===== config.mk =====
export PLATFORM = sky130hd
export DESIGN_NAME = mem_stage_lsu
export DESIGN_NICKNAME = d
export VERILOG_FILES = /design/src/rtl/mem_stage_lsu_pkg.sv /design/src/rtl/mem_stage_lsu_load_align.sv /design/src/rtl/mem_stage_lsu.sv
export SDC_FILE = /design/constraint.sdc
export NUM_CORES = 1
export LEC_CHECK = 0
export BUFFER_PORTS_ARGS = -buffer_cell sky130_fd_sc_hd__buf_4
export CAP_MARGIN = 10
export CORE_ASPECT_RATIO = 0.8
export CORE_MARGIN = 3
export CORE_UTILIZATION = 55
export CTS_CLUSTER_DIAMETER = 120
export DETAILED_ROUTE_END_ITERATION = 6
export PLACE_DENSITY = 0.86
export REMOVE_ABC_BUFFERS = 1
export SLEW_MARGIN = 20
export SYNTH_ARGS = -nofsm -noshare
export SYNTH_HDL_FRONTEND = slang
export SYNTH_HIERARCHICAL = 1
export SYNTH_SLANG_ARGS = --single-unit

===== constraint.sdc =====
create_clock -name clk -period 3.9 [get_ports clk]
set_input_delay 0.195 -clock clk [delete_from_list [all_inputs] [get_ports clk]]
set_output_delay 0.195 -clock clk [all_outputs]
set_load 0.01 [all_outputs]

===== src/rtl/mem_stage_lsu_pkg.sv =====
// Shared definitions for the MEM stage: bus widths, field offsets, load opcodes, FSM states.
package mem_stage_lsu_pkg;

    localparam int ES_BUS_W = 76;
    localparam int WS_BUS_W = 70;

    // es_to_ms_bus = {mem_op, addr_lo, res_from_mem, gr_we, dest, result, pc}
    localparam int ES_PC_LSB   = 0;
    localparam int ES_RES_LSB  = 32;
    localparam int ES_DEST_LSB = 64;
    localparam int ES_GRWE_BIT = 69;
    localparam int ES_RFM_BIT  = 70;
    localparam int ES_ALO_LSB  = 71;
    localparam int ES_OP_LSB   = 73;

    typedef enum logic [2:0] {
        LD_W  = 3'b000,
        LD_B  = 3'b001,
        LD_H  = 3'b010,
        LD_BU = 3'b011,
        LD_HU = 3'b100
    } mem_op_e;

    typedef enum logic [1:0] {
        ST_EMPTY = 2'd0,
        ST_WAIT  = 2'd1,
        ST_DONE  = 2'd2
    } ms_state_e;

endpackage


===== src/rtl/mem_stage_lsu_load_align.sv =====
// Combinational sub-word selection and sign/zero extension of SRAM read data.
module mem_stage_lsu_load_align
    import mem_stage_lsu_pkg::*;
(
    input  logic [2:0]  mem_op_i,
    input  logic [1:0]  addr_lo_i,
    input  logic [31:0] rdata_i,
    output logic [31:0] result_o
);

    logic [7:0]  byte_sel;
    logic [15:0] half_sel;

    assign byte_sel = rdata_i[{addr_lo_i, 3'b000} +: 8];
    assign half_sel = rdata_i[{addr_lo_i[1], 4'b0000} +: 16];

    always_comb begin
        result_o = rdata_i;
        case (mem_op_i)
            LD_B:    result_o = {{24{byte_sel[7]}}, byte_sel};
            LD_H:    result_o = {{16{half_sel[15]}}, half_sel};
            LD_BU:   result_o = {24'd0, byte_sel};
            LD_HU:   result_o = {16'd0, half_sel};
            default: result_o = rdata_i;
        endcase
    end

endmodule


===== src/rtl/mem_stage_lsu.sv =====
// MEM stage: holds one EXE instruction, waits for load data, hands 70-bit bus to WB (valid/allowin).
// Non-load 1 cycle, load 1 + response wait; WB backpressure parks load data in rdata_buf. Option: MS_PERF_CNT_EN.
module mem_stage_lsu
    import mem_stage_lsu_pkg::*;
(
    input  logic                clk,
    input  logic                reset,
    input  logic                es_to_ms_valid,
    input  logic [ES_BUS_W-1:0] es_to_ms_bus,
    output logic                ms_allowin,
    input  logic                data_sram_data_ok,
    input  logic [31:0]         data_sram_rdata,
    input  logic                ws_allowin,
    output logic                ms_to_ws_valid,
    output logic [WS_BUS_W-1:0] ms_to_ws_bus,
    output logic                ms_fwd_valid,
    output logic [4:0]          ms_fwd_dest,
    output logic [31:0]         ms_fwd_data,
    output logic                ms_load_busy,
    output logic                ms_resp_err
`ifdef MS_PERF_CNT_EN
    ,
    output logic [31:0]         ms_stall_cnt,
    output logic [31:0]         ms_load_cnt
`endif
);

    ms_state_e           state_q, state_d;
    logic [ES_BUS_W-1:0] bus_q, bus_d;
    logic [31:0]         rdata_buf_q, rdata_buf_d;
    logic                resp_err_q, resp_err_d;

    logic        res_from_mem, gr_we, ready_go, accept, retire;
    logic [4:0]  dest;
    logic [31:0] result, pc, aligned, final_result;

    assign res_from_mem = bus_q[ES_RFM_BIT];
    assign gr_we        = bus_q[ES_GRWE_BIT];
    assign dest         = bus_q[ES_DEST_LSB +: 5];
    assign result       = bus_q[ES_RES_LSB +: 32];
    assign pc           = bus_q[ES_PC_LSB +: 32];

    mem_stage_lsu_load_align u_align (
        .mem_op_i  (bus_q[ES_OP_LSB +: 3]),
        .addr_lo_i (bus_q[ES_ALO_LSB +: 2]),
        .rdata_i   (data_sram_rdata),
        .result_o  (aligned)
    );

    assign ready_go   = (state_q == ST_DONE) || (state_q == ST_WAIT && data_sram_data_ok);
    // Held low during reset so EXE cannot hand over an instruction that would be discarded.
    assign ms_allowin = !reset && ((state_q == ST_EMPTY) || (ready_go && ws_allowin));
    assign accept     = es_to_ms_valid && ms_allowin;
    assign retire     = ready_go && ws_allowin;

    always_comb begin
        final_result = result;
        if (state_q == ST_WAIT)
            final_result = aligned;
        else if (state_q == ST_DONE && res_from_mem)
            final_result = rdata_buf_q;
    end

    assign ms_to_ws_valid = ready_go;
    assign ms_to_ws_bus   = {gr_we, dest, final_result, pc};
    assign ms_fwd_valid   = (state_q != ST_EMPTY) && gr_we && (dest != 5'd0);
    assign ms_fwd_dest    = dest;
    assign ms_fwd_data    = final_result;
    assign ms_load_busy   = (state_q == ST_WAIT) && !data_sram_data_ok;
    assign ms_resp_err    = resp_err_q;

    always_comb begin
        state_d     = state_q;
        bus_d       = bus_q;
        rdata_buf_d = rdata_buf_q;
        resp_err_d  = resp_err_q || (data_sram_data_ok && state_q != ST_WAIT);
        if (accept) begin
            bus_d   = es_to_ms_bus;
            state_d = es_to_ms_bus[ES_RFM_BIT] ? ST_WAIT : ST_DONE;
        end else if (retire) begin
            state_d = ST_EMPTY;
        end else if (state_q == ST_WAIT && data_sram_data_ok) begin
            rdata_buf_d = aligned;
            state_d     = ST_DONE;
        end
    end

    always_ff @(posedge clk) begin
        if (reset) begin
            state_q     <= ST_EMPTY;
            bus_q       <= '0;
            rdata_buf_q <= '0;
            resp_err_q  <= 1'b0;
        end else begin
            state_q     <= state_d;
            bus_q       <= bus_d;
            rdata_buf_q <= rdata_buf_d;
            resp_err_q  <= resp_err_d;
        end
    end

`ifdef MS_PERF_CNT_EN
    logic [31:0] stall_cnt_q, load_cnt_q;

    always_ff @(posedge clk) begin
        if (reset) begin
            stall_cnt_q <= '0;
            load_cnt_q  <= '0;
        end else begin
            if (ms_load_busy)
                stall_cnt_q <= stall_cnt_q + 32'd1;
            if (retire && res_from_mem)
                load_cnt_q <= load_cnt_q + 32'd1;
        end
    end

    assign ms_stall_cnt = stall_cnt_q;
    assign ms_load_cnt  = load_cnt_q;
`endif

endmodule


==> qor.yml <==
status:
  status: "completed"
floorplanning:
  rows: 35
  io_pins: 225
  dieArea_um2: 13500
  start_util_pct: 57.2
  chipHeight_um: 105
  core_um2: 11700
  die_x_um: 129
timing:
  tightest_slew_ns: 0.915
  rsz0062_at_grt: "false"
  finalHoldViolations: 0
  fin_crit_sh_pct: 76.1
  fin_skew_ns: 0.0103
  period_needed_ns: 2.97
  tns_ns: 0
  fmax_mhz: 337
  slew_headroom_pct: 39.0
  drv_slew: 0
  setup_violations: 0
setup_path:
  critical_path_class: "flip-flop to primary output"
  start_kind: "flip-flop"
  crit_required_ns: 3.70
  critPathCaptureType: "primary output"
  cp_max_fo: 29
  cp_common_cell: "buf_4"
  cp.arrival_ns: 2.77
  cpMaxStageDelayCell: "dfxtp_1"
  cp_cell_sequence: "buf_4, xor2_2, nand3_1, a32oi_1, nor2_1, a21oi_1, buf_4"
  slowest_delay_ns: 0.82
power_and_ir_drop:
  irDropWorstVdd_mv: 0.267
  seqPwrFrac_pct: 41.9
  powerDensity_nw_per_um2: 376
  p_total_w: 0.00303
  switching_power_w: 0.000893
  clockPowerShare_pct: 31.3
  internal_power_w: 0.00214
  leakagePower_nw: 3.73
  p_comb_share_pct: 26.8
  p_sw_share_pct: 29.5
final_layout:
  nets: 988
  diodes: 0
  fin_util_pct: 68.9
  drive_gt1_share_pct: 34.7
  syn_to_final_growth_pct: 20.4
cts:
  cts_root_buf: "clkbuf_16"
  cts_made_buffers: 9
  clkLatencyLatePin_ns: 0.35
  clock_path_buffers: 2
  cts_tree: "done"
  ctsResizeCount: 0
  post_cts_buffers: 0
  path_clk_slew_ns: 0.08
  cts-htree-levels: 3
  cts_hold_buf: 0
  cts.sink_count: 111
synth:
  synth_flop_cell: "dfxtp_1"
  ys_seq_area_share_pct: 33.2
  ys_ff_latch: 111
  syn_area_per_cell_um2: 8.71
  synth_edf_count: 0
  synthDistinctLibCells: 52
  synthesis.area_um2: 6690
  async_flop_share_pct: 0
  synth_top_area_cell: "dfxtp_1"
  synth_common_cells: "dfxtp_1 (111), nor2b_1 (85), buf_4 (82)"
  synthTopCellsByArea: "dfxtp_1 (33%), buf_4 (9.2%), mux2_2 (8.1%)"
  synth_cells: 768
  synth.most_common_cell: "dfxtp_1"
  synth_top_cell_area_share_pct: 33.2
  yosys_warnings: 6
routing:
  totalWireLength_um: 16400
  drtIter0Drc: 498
  antenna_left: 0
  route.detailed.drc: 0
  vias: 5708
  drt_pass1_iterations: 5
  viasPerCell: 5.55
  post_drt_wl_per_cell_um: 16.0
global_route:
  grt_overflow: 0
  grt_pass1_wl_um: 25800
  grt_max_degree: 74
  track_usage_pct: 23.2
  grt_pass1_vias: 5202
  grt_antenna_before_repair: 0
place:
  port_buffers: 224
  hpwlAfterDp_um: 11900
  gp_congestion: 0.848
worst_hold_path:
  hp-class: "input pin to flip-flop"
run:
  cap_violations: 0
==> path summary, 6_finish.rpt <==
check | from | to | slack, ns | cells past startpoint
worst min register to register | rdata_buf_q[13] | rdata_buf_q[13] | 0.46 | 2
worst max-delay path | bus_q[75] | ms_fwd_data[11] | 0.93 | 7
worst min-delay path | es_to_ms_bus[42] | bus_q[42] | 0.05 | 2
worst max register to register | bus_q[75] | rdata_buf_q[31] | 1.64 | 6
==> layer usage <==
metal | GRT usage, % | wire length (µm) | part of all wire [%]
met5 | 0 | 0 | 0
met2 | 37.1 | 7790 | 47
met4 | 6.45 | 321 | 2.0
met1 | 31.4 | 6980 | 43
met3 | 5.21 | 1330 | 8.1
==> power by group through the flow <==
stage	Sequential (W)	Combinational, W	Clock, W
floorplan	0.00131	0.000390	0
global placement	0.00129	0.000802	0
detailed placement	0.00130	0.000815	0
CTS	0.00127	0.000818	0.000971
global route	0.00128	0.000882	0.00101
finish	0.00127	0.000814	0.000948
==> state kept, by name (all words and copies together) (netlist names) <==
register     count
ms_resp_err      1
rdata_buf_q     32
state_q          2
bus_q           76
==> layout make-up <==
cell class                      instances  area (µm²)
Fill cell                             966        3630
Inverter                                4        15.0
Clock buffer                            9         225
Tap cell                              148         185
Clock inverter                          7        80.1
Multi-Input combinational cell        516        3570
Timing Repair Buffer                  233        1760
Sequential cell                       111        2220
==> metrics by stage <==
step	worst slack [ns]	cells	instance area (µm²)	hold slack (ns)
3_5_place_dp	1.37	1012	7750	0.403
6_report	0.932	1028	8060	0.0470
4_1_cts	0.977	1028	8060	0.0388
3_3_place_gp	1.47	1012	7750	0.401
2_1_floorplan	0.724	631	5790	0.264
5_1_grt	0.713	1028	8060	0.0399
==> worst max-delay path: cells and delay by family, from the launching register on <==
kind,cells,cell delay (ns)
flip-flops,1,0.82
buffers and inverters,2,0.51
XOR/XNOR,1,0.33
AO/OA/AOI/OAI,2,0.50
AND/OR/NAND/NOR,2,0.24
==> kinds of logic after synthesis <==
logic type	count (synthesis)	synth area share [%]
compound gates	144	13.6
xor+xnor	2	0.374
buf+inv	141	13.7
flops	111	33.2
mux	112	18.3
simple gates	258	20.7
==> layout by cell type (no fill, tap or decap), types with 2 or more instances in the layout <==
cell        count
mux2_1         29
nand3_1        23
a211oi_1        7
nor4b_1         2
clkbuf_16       9
o21ai_0        25
dfxtp_1       111
clkinvlp_4      3
nor2b_1        85
mux2_2         48
inv_1           4
mux2_4          2
o2111ai_1       7
o221ai_1        7
nor3b_1         2
a32oi_1         9
nand3b_1        4
mux2i_1        33
inv_8           2
a21oi_1        74
nand2b_1        3
nor2_1         37
and2_1          2
nand2_1        74
nand4bb_1       2
buf_4         232
nor3_1          4
and4b_1        14
Note: power is estimated with default switching activity, not from simulation.
